**src/rtl/prog_counter_pkg.sv**
```systemverilog
// Shared constants for the programmable counter: direction encodings, wrap/saturate
// mode encodings and a helper that sizes the prescaler register.
package prog_counter_pkg;

    localparam logic CNT_UP    = 1'b1;
    localparam logic CNT_DOWN  = 1'b0;
    localparam int   MODE_WRAP = 0;
    localparam int   MODE_SAT  = 1;

    // Bits needed to hold 0..p-1, never less than one bit.
    function automatic int presc_bits(input int p);
        return (p <= 2) ? 1 : $clog2(p);
    endfunction

endpackage

```
**src/rtl/prog_counter_prescaler.sv**
```systemverilog
// Clock-enable prescaler: emits a one-cycle tick every PRESCALE enabled cycles.
// en=0 freezes the phase; reset or clr returns it to zero.
module prog_counter_prescaler
    import prog_counter_pkg::*;
#(
    parameter int PRESCALE = 3
) (
    input  logic clk,
    input  logic reset,
    input  logic clr,
    input  logic en,
    output logic tick
);

    localparam int            PW   = presc_bits(PRESCALE);
    localparam logic [PW-1:0] LAST = PW'(PRESCALE - 1);

    logic [PW-1:0] phase;

    always_ff @(posedge clk) begin
        if (reset || clr) begin
            phase <= '0;
        end else if (en) begin
            phase <= (phase == LAST) ? '0 : phase + 1'b1;
        end
    end

    assign tick = en && (phase == LAST);

endmodule

```
**src/rtl/prog_counter.sv**
```systemverilog
// Programmable up/down counter with run-time modulus, load, prescaled enable,
// wrap or saturate at the terminal value, terminal-count pulse and compare flag.
module prog_counter
    import prog_counter_pkg::*;
#(
    parameter int               WIDTH     = 19,
    parameter int               SATURATE  = 0,
    parameter int               PRESCALE  = 1,
    parameter logic [WIDTH-1:0] RESET_VAL = '0
) (
    input  logic             clk,
    input  logic             reset,
    input  logic             en,
    input  logic             up_dn,
    input  logic             load,
    input  logic [WIDTH-1:0] load_val,
    input  logic [WIDTH-1:0] mod_val,
    input  logic [WIDTH-1:0] cmp_val,
    output logic [WIDTH-1:0] count,
    output logic             tc,
    output logic             cmp_hit
);

    localparam bit SAT_MODE = (SATURATE != MODE_WRAP);

    logic             tick;
    logic             terminal;
    logic [WIDTH-1:0] next_count;

    generate
        if (PRESCALE == 1) begin : g_no_prescale
            assign tick = en;
        end else begin : g_prescale
            prog_counter_prescaler #(
                .PRESCALE(PRESCALE)
            ) u_prescaler (
                .clk  (clk),
                .reset(reset),
                .clr  (load),
                .en   (en),
                .tick (tick)
            );
        end
    endgenerate

    // Up-count treats anything at or above mod_val as terminal so an
    // out-of-range load recovers on the next tick.
    always_comb begin
        terminal   = 1'b0;
        next_count = count;
        if (up_dn == CNT_DOWN) begin
            terminal   = (count == '0);
            if (terminal) begin
                next_count = SAT_MODE ? '0 : mod_val;
            end else begin
                next_count = count - 1'b1;
            end
        end else begin
            terminal   = (count >= mod_val);
            if (terminal) begin
                next_count = SAT_MODE ? mod_val : '0;
            end else begin
                next_count = count + 1'b1;
            end
        end
    end

    always_ff @(posedge clk) begin
        if (reset) begin
            count <= RESET_VAL;
            tc    <= 1'b0;
        end else if (load) begin
            count <= load_val;
            tc    <= 1'b0;
        end else if (tick) begin
            count <= next_count;
            tc    <= terminal;
        end else begin
            tc    <= 1'b0;
        end
    end

    assign cmp_hit = (count == cmp_val);

endmodule

```
**config.mk**
```make
export PLATFORM = sky130hd
export DESIGN_NAME = prog_counter
export DESIGN_NICKNAME = d
export VERILOG_FILES = /design/src/rtl/prog_counter_pkg.sv /design/src/rtl/prog_counter_prescaler.sv /design/src/rtl/prog_counter.sv
export SDC_FILE = /design/constraint.sdc
export NUM_CORES = 1
export LEC_CHECK = 0
export CORE_ASPECT_RATIO = 1.75
export CORE_MARGIN = 2
export CORE_UTILIZATION = 30
export CTS_CLUSTER_SIZE = 40
export DETAILED_ROUTE_END_ITERATION = 7
export GPL_ROUTABILITY_DRIVEN = 0
export PLACE_DENSITY = 0.66
export SLEW_MARGIN = 20
export SYNTH_ARGS = -nofsm -noshare
export SYNTH_HDL_FRONTEND = slang
export SYNTH_SLANG_ARGS = --single-unit
```
**constraint.sdc**
```tcl
create_clock -name clk -period 5.9 [get_ports clk]
set_input_delay 0.885 -clock clk [delete_from_list [all_inputs] [get_ports clk]]
set_output_delay 0.885 -clock clk [all_outputs]
set_load 0.005 [all_outputs]
```
==> results.sh <==
export IMPL_crit_buf_inv=2
export IMPL_finalSetupViolCount=0
export IMPL_cts_hold_buf=0
export IMPL_core_area_um2=8610
export IMPL_synthCells=360
export IMPL_dr_wl_met3_um=552
export IMPL_rows=45
export IMPL_crit_start="cmp_val[12]"
export IMPL_crit_required_ns=5.02
export IMPL_clkSinkCount=20
export IMPL_yosysSeqAreaShare=0.151
export IMPL_routed_wl_um=9110
export IMPL_wl_met1_um=3480
export IMPL_ys_top_cells_by_area="dfxtp_1 (15%), ha_1 (9.9%), xor2_1 (8.9%), xnor2_1 (7.0%), a21oi_1 (4.9%)"
export IMPL_cts_tree="yes"
export IMPL_final_nets=500
export IMPL_numCtsBuffers=3
export IMPL_timing_worst_slew_pin_value_ns=0.983
export IMPL_reg2reg_from="count[0]"
export IMPL_setup_worst_path_class="input port to output port"
export IMPL_p_per_area_nw_per_um2=173
export IMPL_period_needed_ns=3.88
export IMPL_cp_cell_sequence="clkdlybuf4s50_1 > xor2_1 > nor4_1 > nand4_1 > nor4_1 > clkdlybuf4s50_1"
export IMPL_syn2layout_area_growth_pct=35.1
export IMPL_synthArstFlopShare=0
export IMPL_utilization=0.415
export IMPL_finalHoldViolations=0
export IMPL_drt_pass1_iter_count=4
export IMPL_grt_pass1_vias=2912
export IMPL_placed_area_um2=3480
export IMPL_yosysMostFrequentCell="nand2_1"
export IMPL_yosys_warnings=0
export IMPL_overflow=0
export IMPL_fmax_mhz=257
export IMPL_cp_top_family="simple AND/OR/NAND/NOR gates"
export IMPL_dieArea_um2=9610
export IMPL_slew_headroom=0.340
export IMPL_finish_instance_area_um2=3570
export IMPL_p_leak_nw=1.46
export IMPL_clk_path_buf_depth=2
export IMPL_clk_latency_ns=0.26
export IMPL_wire_per_inst_um=17.1
export IMPL_ir_worst_vdd_mv=0.102
export IMPL_n_antenna_cell=0
export IMPL_grt_max_degree=31
export IMPL_drc=0
export IMPL_die_h_um=128
export IMPL_cp_arrival_ns=3.00
export IMPL_htreeDepth=1
export IMPL_wl_met2_um=4780
export IMPL_synth_commonest_cells="nand2_1 (29), clkbuf_1 (27), inv_1 (27), xor2_1 (27), a21oi_1 (26)"
export IMPL_via_per_inst=5.44
export IMPL_cts_root_buf="clkbuf_16"
export IMPL_io_pins=83
export IMPL_grt_use_total=0.194
export IMPL_dr_first_iter_drc_count=235
export IMPL_syn_area_um2=2650
export IMPL_finClkSkew_ns=0.00467
export IMPL_hold_path_depth=2
export IMPL_ys_ff_latch=20
export IMPL_grt_first_pass_wirelength_um=14300
export IMPL_holdCritStartpoint="count[1]"
export IMPL_rrSetupSlack_ns=2.54
export IMPL_period_share=0.658
export IMPL_syn_nets=443
export IMPL_layout_drive_gt1_share=0.0409
export IMPL_cpMaxStageDelayCell="nor4_1"
export IMPL_synth_edff_count=0
export IMPL_clkTransAtPathRegs_ns=0.06
export IMPL_drv_cap=0
export IMPL_synth_top_area_share=0.151
export IMPL_regArea_um2=400
export IMPL_cp_start_kind="input port"
export IMPL_num_vias=2900
export IMPL_hold_path_end="count[1]"
export IMPL_avgSynthCellArea_um2=7.35
export IMPL_r2r_cells=8
export IMPL_synth_largest_area_cell="dfxtp_1"
export IMPL_reg2reg_to="count[3]"
export IMPL_postCtsSetupBuffers=0
export IMPL_cts_resized_gates=0
export IMPL_post_dp_hpwl_um=6860
export IMPL_fin_setup_tns_ns=0
export IMPL_end_kind="output port"
export IMPL_initial_utilization=0.307
export IMPL_path_max_fanout=1
export IMPL_rsz0062_at_grt="false"
export IMPL_top_layer="met4"
export IMPL_port_buffers=82
export IMPL_fillCellCount=854
export IMPL_min_path_type="register to register"
export IMPL_drtAntennaViolNets=0
export IMPL_synth_main_ff_cell="dfxtp_1"
export IMPL_multi_input_area_um2=1990
export IMPL_antenna_found_initial=0
export IMPL_die_x_um=75.0
export IMPL_critical_path_max_stage_delay_ns=0.62
export IMPL_slew_viol_final=0
export IMPL_outcome="finished clean"
export IMPL_synth_cell_type_count=49
-- state kept, by name (all words and copies together), names as in the netlist --
| signal | flops |
|---|---|
| tc | 1 |
| count | 19 |
-- per-layer routing --
metal,up-vias,track usage
met5,-,0
li1,1425,-
met4,0,0.0966
met2,111,0.335
met3,19,0.0220
met1,1345,0.226
-- logic make-up (layout without fill, tap and decap cells) --
logic type               after synthesis  after routing  share of synthesized area
AND/OR/NAND/NOR                      118            118                      0.241
AO/OA/AOI/OAI                         88             88                      0.236
buffers and inverters                 61            117                     0.0984
XOR/XNOR                              48             48                      0.159
adder cells (fa/ha/maj)               21             21                     0.0993
flip-flops                            20             20                      0.151
multiplexers                           4              4                     0.0151
-- cell type report --
class | count | area share
repair buffers | 85 | 0.236
inverters | 28 | 0.0294
well taps | 117 | 0.0410
flip-flops and latches | 20 | 0.112
clock buffers | 4 | 0.0249
multi-input cells | 279 | 0.557
-- layout by cell type (no fill, tap or decap), types with 3 or more instances in the layout --
cell              n
o31ai_1           3
a22oi_1           3
o22ai_1           3
nor2_1           19
a21oi_1          26
nand2_1          29
o31a_1            3
xor2_1           27
nor4_1           13
nand4_1          10
xnor2_1          21
o21ai_0          11
clkdlybuf4s50_1  82
clkbuf_16         3
a221oi_1         13
mux2i_1           4
nand3_1           8
buf_4             3
a311oi_1          3
and4_1            3
a211o_1           3
nor3_1            8
a211oi_2          3
and3_1            9
or3_1             8
a211oi_1          4
ha_1             21
dfxtp_1          20
inv_1            27
-- power by group --
group / switching (W) / leakage (nW) / internal (W)
Clock: 0.0000588 / 0.0442 / 0.000104
Combinational: 0.000126 / 1.25 / 0.000142
Sequential: 0.0000408 / 0.165 / 0.000146
-- worst max-delay path by stage --
stage / end / depth (start not counted)
after floorplan: count[6] / 10
after global routing: cmp_hit / 6
after detailed placement: cmp_hit / 6
final: cmp_hit / 6
after CTS: cmp_hit / 6
after global placement: count[18] / 10
-- through the flow --
stage	cells	total power (W)	hold WS [ns]	setup WS (ns)
6_report	533	0.000618	0.739	2.02
3_5_place_dp	529	0.000456	0.728	2.06
3_3_place_gp	529	0.000453	0.722	2.01
2_1_floorplan	360	0.000351	0.728	2.92
5_1_grt	533	0.000656	0.790	1.94
4_1_cts	533	0.000618	0.737	2.03
-- worst register-to-register path, cell delays in order (launching register included) --
cell	delay, ns
dfxtp_1	0.41
inv_1	0.19
ha_1	0.24
or4b_1	0.57
or3_1	0.51
or4_4	0.68
and3_1	0.21
a211o_1	0.30
a211oi_2	0.17
Power figures use the tool's default switching activity.
